===== src/rtl/ddr3_burst_sched.sv =====
// Burst scheduler that uses DDR3 as a ring FIFO: moves fixed-length bursts from an
// upstream FWFT FIFO into DDR3 and back out to a downstream FIFO, alternating fairly.
module ddr3_burst_sched #(
  parameter int          DATA_W      = 128,
  parameter int          BURST_LEN   = 64,
  parameter int          DEPTH_WORDS = 1048576,
  parameter logic [29:0] ADDR_BASE   = 30'h0
) (
  input  logic              clk,
  input  logic              rst_n,
  input  logic [9:0]        src_level,
  input  logic [DATA_W-1:0] src_data,
  output logic              src_rd_en,
  input  logic [9:0]        snk_space,
  output logic [DATA_W-1:0] snk_data,
  output logic              snk_wr_en,
  output logic [6:0]        u_wr_len,
  output logic [29:0]       u_wr_addr,
  output logic [DATA_W-1:0] u_wr_data,
  output logic              u_wr_en,
  output logic              u_wr_cmd_en,
  input  logic              u_wr_cmd_done,
  input  logic              u_wr_rdy,
  output logic [6:0]        u_rd_len,
  output logic [29:0]       u_rd_addr,
  input  logic [DATA_W-1:0] u_rd_data,
  output logic              u_rd_en,
  output logic              u_rd_cmd_en,
  input  logic              u_rd_cmd_done,
  input  logic              u_rd_rdy,
  output logic [20:0]       occupancy,
  output logic              busy
);

  localparam int PTR_W = (DEPTH_WORDS > 1) ? $clog2(DEPTH_WORDS) : 1;
  localparam int BYTES = DATA_W / 8;

  localparam logic [6:0]  BL7     = 7'(BURST_LEN);
  localparam logic [20:0] BL21    = 21'(BURST_LEN);
  localparam logic [31:0] BL32    = 32'(BURST_LEN);
  localparam logic [31:0] OCC_MAX = 32'(DEPTH_WORDS - BURST_LEN);

  localparam logic [2:0] IDLE    = 3'd0;
  localparam logic [2:0] WR_FILL = 3'd1;
  localparam logic [2:0] WR_CMD  = 3'd2;
  localparam logic [2:0] WR_WAIT = 3'd3;
  localparam logic [2:0] RD_CMD  = 3'd4;
  localparam logic [2:0] RD_DATA = 3'd5;

  logic [2:0]       state;
  logic [PTR_W-1:0] wr_ptr;
  logic [PTR_W-1:0] rd_ptr;
  logic [PTR_W-1:0] wr_ptr_next;
  logic [PTR_W-1:0] rd_ptr_next;
  logic [20:0]      occ;
  logic [6:0]       beat;
  logic             last_grant;  // 0: write was granted last, 1: read
  logic             wr_ok;
  logic             rd_ok;

  // Read completion is counted from u_rd_rdy beats, so the command-done strobe is not needed.
  logic unused_inputs;
  assign unused_inputs = u_rd_cmd_done;

  function automatic logic [29:0] ptr_to_addr(input logic [PTR_W-1:0] p);
    return ADDR_BASE + 30'(32'(p) * BYTES);
  endfunction

  // Power-of-two depth that is a multiple of BURST_LEN: a burst never crosses the wrap.
  assign wr_ptr_next = PTR_W'((32'(wr_ptr) + BL32) % 32'(DEPTH_WORDS));
  assign rd_ptr_next = PTR_W'((32'(rd_ptr) + BL32) % 32'(DEPTH_WORDS));

  assign wr_ok = ({22'd0, src_level} >= BL32) && ({11'd0, occ} <= OCC_MAX);
  assign rd_ok = ({11'd0, occ} >= BL32) && ({22'd0, snk_space} >= BL32);

  assign u_wr_len    = BL7;
  assign u_rd_len    = BL7;
  assign u_wr_data   = src_data;
  assign src_rd_en   = u_wr_rdy;
  assign snk_data    = u_rd_data;
  assign snk_wr_en   = u_rd_rdy;
  assign u_wr_en     = (state == WR_FILL);
  assign u_wr_cmd_en = (state == WR_CMD);
  assign u_rd_cmd_en = (state == RD_CMD);
  assign u_rd_en     = (state == RD_DATA);
  assign busy        = (state != IDLE);
  assign occupancy   = occ;

  always_ff @(posedge clk or negedge rst_n) begin
    if (!rst_n) begin
      state      <= IDLE;
      wr_ptr     <= '0;
      rd_ptr     <= '0;
      occ        <= '0;
      beat       <= '0;
      last_grant <= 1'b0;
      u_wr_addr  <= ADDR_BASE;
      u_rd_addr  <= ADDR_BASE;
    end else begin
      case (state)
        IDLE: begin
          if (wr_ok && (!rd_ok || last_grant)) begin
            state      <= WR_FILL;
            beat       <= '0;
            last_grant <= 1'b0;
          end else if (rd_ok) begin
            state      <= RD_CMD;
            last_grant <= 1'b1;
          end
        end
        WR_FILL: begin
          if (u_wr_rdy) begin
            beat <= beat + 7'd1;
            if (beat == BL7 - 7'd1) state <= WR_CMD;
          end
        end
        WR_CMD: state <= WR_WAIT;
        WR_WAIT: begin
          if (u_wr_cmd_done) begin
            wr_ptr    <= wr_ptr_next;
            u_wr_addr <= ptr_to_addr(wr_ptr_next);
            occ       <= occ + BL21;
            state     <= IDLE;
          end
        end
        RD_CMD: begin
          beat  <= '0;
          state <= RD_DATA;
        end
        RD_DATA: begin
          if (u_rd_rdy) begin
            beat <= beat + 7'd1;
            if (beat == BL7 - 7'd1) begin
              rd_ptr    <= rd_ptr_next;
              u_rd_addr <= ptr_to_addr(rd_ptr_next);
              occ       <= occ - BL21;
              state     <= IDLE;
            end
          end
        end
        default: state <= IDLE;
      endcase
    end
  end

endmodule


===== config.mk =====
export PLATFORM = sky130hd
export DESIGN_NAME = ddr3_burst_sched
export DESIGN_NICKNAME = d
export VERILOG_FILES = /design/src/rtl/ddr3_burst_sched.sv
export SDC_FILE = /design/constraint.sdc
export NUM_CORES = 1
export LEC_CHECK = 0
export ABC_CLOCK_PERIOD_IN_PS = 2790
export BUFFER_PORTS_ARGS = -buffer_cell sky130_fd_sc_hd__buf_4
export CORE_AREA = 2 2 250 252
export DETAILED_ROUTE_END_ITERATION = 8
export DIE_AREA = 0 0 252 254
export GPL_TIMING_DRIVEN = 0
export PLACE_DENSITY = 0.33
export SLEW_MARGIN = 15
export SYNTH_ARGS = -nofsm -noshare
export SYNTH_HDL_FRONTEND = slang
export SYNTH_SLANG_ARGS = --single-unit

===== constraint.sdc =====
create_clock -name clk -period 2.79 [get_ports clk]
set_input_delay 0.837 -clock clk [delete_from_list [all_inputs] [get_ports clk]]
set_output_delay 0.837 -clock clk [all_outputs]
set_load 0.03 [all_outputs]

==> results of run 1 <==
-- worst reg2reg max path: cells and delay by family, from the launching register on --
kind	cells	cell delay [ps]
flip-flops	1	470
AND/OR/NAND/NOR	4	1860
XOR/XNOR	1	170
-- flip-flops by register name, summed over array words and instances (netlist names) --
register,flops
beat,7
state,3
last_grant,1
wr_ptr,14
rd_ptr,14
occupancy,15
-- worst paths after layout --
check / start / end / cells after the start
setup / recovery: state[1] / rd_ptr[19] / 5
hold / removal: wr_ptr[19] / wr_ptr[19] / 1
setup reg to reg: state[1] / rd_ptr[19] / 5
hold reg to reg: wr_ptr[19] / wr_ptr[19] / 1
max in group asynchronous: rst_n / wr_ptr[16] / 1
min in group asynchronous: rst_n / occupancy[9] / 1
-- routing by layer --
layer,GRT usage [%],share of wire (%),vias to the layer above
met5,0,0,-
met4,1.93,1.6,0
met3,1.12,7.2,8
met2,10.6,58,254
met1,5.59,34,2234
li1,-,-,2383
-- placed cells by master (no fill, tap or decap), drive strengths merged, types with 3 or more instances in the layout --
cell	instances
ha	6
nor3	12
a32o	4
or2	3
inv	11
or3	5
buf	635
clkbuf	10
nand2	32
or4	3
o21ai	8
and3	8
nor2	19
a211oi	3
a21o	3
a31o	3
nor4	7
xor2	14
nand3	16
conb	52
nand4	9
a21oi	8
dfrtp	54
nor3b	4
xnor2	27
-- kinds of logic after synthesis --
kind of cell / Yosys count / synth area share (%)
buf+inv: 332 / 45.8
simple gates: 128 / 13.8
other cells: 2 / 0.142
mux: 4 / 0.803
compound gates: 42 / 5.77
flops: 54 / 25.5
xor+xnor: 41 / 6.78
fa+ha+maj: 6 / 1.42
-- stage by stage --
step / cell area [µm²] / TNS (ps) / hold slack, ps
after floorplan: 5480 / 0 / 500
after global placement: 8860 / -53.6 / 461
after detailed placement: 8860 / -81.2 / 468
after CTS: 9030 / 0 / 484
after global routing: 9040 / 0 / 501
final: 9040 / 0 / 474
-- repair_timing --
item | CTS | global route
endpoints found under the setup margin | 0 | 2
resized for setup | 0 | 3
buffers inserted | 0 | 0
endpoints found under the hold margin | 0 | 0
-- area by class of cell --
class                           count  area [µm²]  share of cell area (%)
Sequential cell                    54        1350                    15.0
Buffer                            322        2390                    26.4
Clock buffer                        5         125                    1.38
Clock inverter                      3        48.8                   0.540
Inverter                           10        37.5                   0.415
Timing Repair Buffer              318        2390                    26.4
Tap cell                          790         988                    10.9
Multi-Input combinational cell    273        1710                    19.0
-- Yosys cell counts (all sizes together) --
master | number | area (µm²)
or4 | 3 | 26.3
dfrtp | 54 | 1350
nor3 | 12 | 60.1
a211oi | 3 | 22.5
mux2i | 2 | 20.0
and2 | 2 | 12.5
o221ai | 1 | 8.76
a31oi | 2 | 12.5
buf | 317 | 2370
nand4 | 9 | 56.3
nor2 | 19 | 71.3
nand2 | 32 | 120
or2 | 3 | 18.8
o41ai | 1 | 16.3
o31ai | 2 | 15.0
nand3b | 2 | 18.8
nor4 | 7 | 73.8
a31o | 3 | 26.3
xor2 | 14 | 123
or3 | 5 | 42.5
o22ai | 1 | 12.5
clkbuf | 5 | 18.8
conb | 2 | 7.51
ha | 6 | 75.1
nand3 | 16 | 85.1
and4b | 1 | 10.0
o32ai | 1 | 8.76
nor4b | 1 | 23.8
xnor2 | 27 | 236
a2bb2oi | 1 | 8.76
a2111oi | 1 | 8.76
a21oi | 8 | 40.0
nand2b | 2 | 12.5
o21ai | 8 | 40.0
and4 | 2 | 18.8
a32o | 4 | 40.0
nor3b | 4 | 30.0
a21o | 3 | 22.5
inv | 10 | 37.5
o211ai | 2 | 15.0
mux2 | 2 | 22.5
o21a | 1 | 7.51
and3 | 8 | 50.1
-- power by group --
part	switching (µW)	internal (µW)	total (µW)
Combinational	1080	740	1820
Clock	361	432	793
Sequential	46.7	834	881
Total	1490	2010	3490
==> results by group, run 1 <==
Final layout
  – Area Overhead vs Synth: 70.7%
  – Antenna diode instance count: 0
  – Final core occ: 14.8%
  – Fin nets: 1272
  – Fin cells: between 1500 and 2000
  – Fillers: 7009
  – Layout cells sized above 1: 66.9%

STA
  – Max frequency: approximately 390 MHz
  – Final Hold Fails: 0
  – Skew final: 11.9 ps
  – Final period util: between 90% and 100%
  – RSZ-0062 raised after global routing: no
  – Fin crit period: 2580 ps
  – Relative slew slack: 45.0%
  – Fin worst setup slack: between 200 and 250 ps
  – Count of final max-slew check failures: 0
  – Slew @ Worst Pin: 818 ps
  – Endpoints failing setup: 0

GRT
  – Grt total ovfl: 0
  – First-pass GRT wire length: between 20000 and 30000 µm
  – Vias in the first global route: 4500
  – Initial antenna violation count: 0
  – GRT Overall Usage: around 5.4%
  – Largest net degree at the start of global routing: 55

Worst setup path
  – CP max stage cell: nor4_4
  – CP delay by family, top: simple AND/OR/NAND/NOR gates
  – CP required: 3030 ps
  – CP arrival: between 2000 and 3000 ps
  – Crit path max fanout: 7
  – Slowest stage delay, CP: 760 ps
  – Crit-path cells: nand3b_2 -> nor4_4 -> nand4_1 -> nor3_1 -> xor2_1
  – Worst R2R Setup Slack: approximately 210 ps
  – CP endpoint kind: register
  – CP Class: register to register
  – Worst Path Buf+Inv: 0
  – Critical path startpoint category: register

Floorplanning
  – Die height: 254 µm
  – Die area: 0.0640 mm²
  – Initial Util: 8.64%
  – FP Rows: 91
  – Num ports: 640
  – Core area: 0.0613 mm²
  – Die Span X: 252 µm

Detailed routing
  – Initial DRC count: 175
  – Via density: 2.75
  – # DRC: 0
  – Final WL: 19900 µm
  – DRT Pass-1 Iters: 4
  – DR vias: 4879
  – Wire per inst: 11.2 µm
  – Final ANT Viol Nets: 0

Placed design
  – Post-detail-place hpwl: 17200 µm
  – Setup WS pre-CTS: -81.2 ps
  – Cells after DPL: 1767
  – IO Port Bufs: 318
  – Gpl congestion: 0.667

Clock tree
  – Clock-pin slew on the worst setup and hold paths: 80 ps
  – CTS tree: done
  – Hold buffer count at CTS: 0
  – Worst-Skew Late Latency: 320 ps
  – CTS HTree Levels: 2
  – Root buf cell: clkbuf_16
  – Clk sinks: 54
  – Clock Path Buffers: 2
  – Total CTS buffers: 5

Yosys
  – Netlist Area Pre-Place: ~0.0053 mm²
  – Cells after Synth: 609
  – Post-synthesis sequential element count: 54
  – Post-synthesis sequential area ratio: 25.5%
  – Avg Cell Area, Syn: 8.69 µm²
  – Synthesis Warnings: 0
  – Synth unique cells: 55

Status
  – Status: complete, no violations

Power
  – PnR Total Power: 3490 µW
  – Worst vdd ir: roughly 0.23 mV
  – Leakage: 0.00467 µW
  – PwrDens: just under 400 mW/mm²

Worst hold path
  – Hold Path Class: register to register

Flow run
  – Max-cap viol count: 0
(Power assumes the default switching activity.)
==> run 2: changes to the inputs <==
--- a/config.mk
+++ b/config.mk
@@ -5,11 +5,11 @@
 export SDC_FILE = /design/constraint.sdc
 export NUM_CORES = 1
 export LEC_CHECK = 0
-export ABC_CLOCK_PERIOD_IN_PS = 2790
+export ABC_AREA = 1
 export BUFFER_PORTS_ARGS = -buffer_cell sky130_fd_sc_hd__buf_4
-export CORE_AREA = 2 2 250 252
+export CORE_AREA = 2 2 253 255
 export DETAILED_ROUTE_END_ITERATION = 8
-export DIE_AREA = 0 0 252 254
+export DIE_AREA = 0 0 255 257
 export GPL_TIMING_DRIVEN = 0
 export PLACE_DENSITY = 0.33
 export SLEW_MARGIN = 15
==> results by group, run 2 <==
Detailed routing
  – Initial DRC count: 188 (+7.4%)
  – DR vias: 5431 (+11%)
  – DRT Pass-1 Iters: 7 (+3)
  – Via density: 2.78 (+1.1%)
  – Wire per inst: 11.7 µm (+4.2%)
  – Final WL: 22800 µm (+15%)
  – # DRC: 0 (unchanged)
  – Final ANT Viol Nets: 0 (unchanged)

Final layout
  – Layout cells sized above 1: 59.2% (-7.7 points)
  – Fin nets: 1396 (+9.7%)
  – Max FFs per register: 15 (unchanged)
  – Final core occ: 14.9% (+0.16 points)
  – Most common cell after layout, fill and taps aside: buf_4
  – Area Overhead vs Synth: 67.9%
  – Finished Cell Area: 0.00936 mm² (+3.6%)
  – Fillers: 7176 (+2.4%)
  – Most frequent cells in the layout: buf_4 (628), nand2_1 (104), nor2_1 (57)
  – Antenna diode instance count: 0 (unchanged)

Yosys
  – Synth unique cells: 37 (-33%)
  – Proportion of netlist area held by the largest area contributor: 41.7% (-2.2 points)
  – Most frequent cell after synthesis: buf_4
  – Synth top cells by count: buf_4 (310), nand2_1 (104), nor2_1 (57)
  – Async set-or-reset flop fraction in the synthesized netlist: 100% (unchanged)
  – Post-synthesis sequential area ratio: 24.2% (-1.3 points)
  – Ranking of synthesized cells by area: buf_4 (42%), dfrtp_1 (24%), nand2_1 (7.0%)
  – Dominant synthesized flop cell: dfrtp_1
  – Avg Cell Area, Syn: 7.61 µm² (-13%)
  – Synth area leader: buf_4
  – EDFF count, synth: 0 (unchanged)
  – Netlist Area Pre-Place: 0.00558 mm² (+5.3%)
  – Post-synthesis sequential element count: 54 (unchanged)
  – Cells after Synth: 733 (+20%)
  – Synthesis Warnings: 0 (unchanged)

Worst hold path
  – Min-Delay Endpoint: wr_ptr[19]
  – Hold Path Class: register to register
  – Worst Hold Launch: wr_ptr[19]
  – WHS Path Cells: 1 (unchanged)

Clock tree
  – Total CTS buffers: 5 (unchanged)
  – Hold buffer count at CTS: 0 (unchanged)
  – Root buf cell: clkbuf_16
  – CTS tree: done
  – CTS HTree Levels: 2 (unchanged)
  – Clock-pin slew on the worst setup and hold paths: 90 ps (about the same)
  – Worst-Skew Late Latency: 330 ps (about the same)
  – Clock Path Buffers: 2 (unchanged)
  – Clk sinks: 54 (unchanged)

Power
  – Leakage: 0.00495 µW (+6.0%)
  – Clock power frac: 15.4% (-7.3 points)
  – Internal: 2340 µW (+17%)
  – Logic pwr share: 59.3% (+7.2 points)
  – Worst vdd ir: 0.204 mV (-11%)
  – Sw Ratio: 50.9% (+8.4 points)
  – PwrDens: 509 mW/mm² (+32%)
  – Sw Pwr: 2420 µW (+63%)
  – Reg power frac: 25.4% (+0.2 points)

Floorplanning
  – Die height: 257 µm (+1.2%)
  – Core area: 0.0627 mm² (+2.4%)
  – Num ports: 640 (unchanged)
  – FP Rows: 92 (+1.1%)
  – Initial Util: 8.89% (+0.24 points)
  – Die Span X: 255 µm (+1.2%)
  – Die area: 0.0655 mm² (+2.4%)

Placed design
  – IO Port Bufs: 318 (unchanged)
  – Placed Area: 0.00921 mm² (+4.0%)
  – Setup WS pre-CTS: 382 ps (+464 ps)
  – Gpl congestion: 0.721 (+8.1%)
  – Post-detail-place hpwl: 19800 µm (+15%)

Status
  – Status: complete, no violations

GRT
  – First-pass GRT wire length: 31500 µm (+19%)
  – Vias in the first global route: 5217 (+16%)
  – Grt total ovfl: 0 (unchanged)
  – Largest net degree at the start of global routing: 55 (unchanged)
  – Initial antenna violation count: 1 (+1)
  – GRT Overall Usage: 6.39% (+1.0 points)

Worst setup path
  – CP Class: register to primary output
  – Crit-path cells: inv_2 -> nand3_2 -> inv_2 -> clkbuf_4 -> buf_4
  – Slowest stage delay, CP: 480 ps (-280 ps)
  – CP endpoint kind: primary output
  – RR Endpoint: beat[4]
  – Worst r2r src: occupancy[6]
  – Worst Path Buf+Inv: 4 (+4)
  – Worst R2R Setup Slack: 510 ps (+300 ps)
  – Critical path startpoint category: register
  – Worst reg2reg path depth: 12 (+7)
  – CP delay by family, top: buffers and inverters
  – CP arrival: 1740 ps (-1080 ps)
  – CP required: 1950 ps (-1080 ps)
  – Crit path max fanout: 10 (+3)
  – CP max stage cell: dfrtp_1
  – CP dominant cell by count: inv_2

STA
  – RSZ-0062 raised after global routing: no
  – Final Hold Fails: 0 (unchanged)
  – Setup_tns: 0 ps (unchanged)
  – Max frequency: 387 MHz (about the same)
  – Fin worst setup slack: 208 ps (-0.892 ps)
  – Endpoints failing setup: 0 (unchanged)
  – Fin crit period: 2580 ps (+0.892 ps)
  – Relative slew slack: 45.2% (+0.16 points)
  – Slew @ Worst Pin: 822 ps (+3.77 ps)
  – Final period util: 92.5% (about the same)
  – Count of final max-slew check failures: 0 (unchanged)
  – Skew final: 9.73 ps (-2.14 ps)

Flow run
  – Max-cap viol count: 0 (unchanged)
-- run 2: cell types whose count changed after synthesis, sizes merged, moves of 9 or more --
cell / change
nand2: +74
inv: +46
nor2: +43
xnor2: -15
nand3: +14
xor2: +14
o21ai: +9
-- run 2: stage by stage --
stage,instances,hold WS (ps),total power (µW)
floorplan,783,463,3090
global placement,1947,475,4120
detailed placement,1947,482,4120
CTS,1955,495,4920
global route,1955,512,5160
finish,1955,482,4760
-- run 2: repair_timing --
| item | in CTS | in global routing |
|---|---|---|
| setup endpoints to repair | 0 | 1 |
| resized for setup | 0 | 1 |
| buffers inserted | 0 | 0 |
-- run 2: worst max-delay path by stage --
stage,from,end,slack [ps],depth (start not counted)
global route,state[1],u_rd_en,60,5
floorplan,state[1],u_wr_en,830,3
CTS,state[1],u_rd_en,70,5
detailed placement,src_level[6],beat[4],380,10
global placement,src_level[6],beat[6],410,10
finish,state[1],u_rd_en,210,5
-- run 2: area by class of cell --
type	count	area [µm²]	share of cell area (%)
Clock inverter	3	23.8	0.254
Timing Repair Buffer	318	2390	25.5
Multi-Input combinational cell	360	1860	19.9
Buffer	313	2340	25.0
Inverter	56	210	2.25
Tap cell	846	1060	11.3
Clock buffer	5	125	1.34
Sequential cell	54	1350	14.4
-- run 2: cell families after synthesis --
group	count (synthesis)	synth area share [%]
flops	54	24.2
other cells	2	0.135
xor+xnor	40	6.28
simple gates	224	18.2
compound gates	37	3.82
buf+inv	369	45.8
fa+ha+maj	6	1.35
mux	1	0.202
-- run 2: power groups by stage --
stage | Clock, µW | Combinational [µW] | Sequential [µW]
2_1_floorplan | 0 | 1710 | 1390
6_report | 731 | 2820 | 1210
4_1_cts | 806 | 2880 | 1220
3_3_place_gp | 0 | 2890 | 1240
3_5_place_dp | 0 | 2880 | 1240
5_1_grt | 818 | 3090 | 1250
-- run 2: layer usage --
layer | global-route usage [%] | vias up | part of all wire [%]
met5 | 0 | - | 0
met4 | 1.77 | 0 | 1.4
met3 | 2.13 | 15 | 9.0
met2 | 10.9 | 290 | 50
met1 | 7.53 | 2465 | 39
li1 | - | 2661 | -
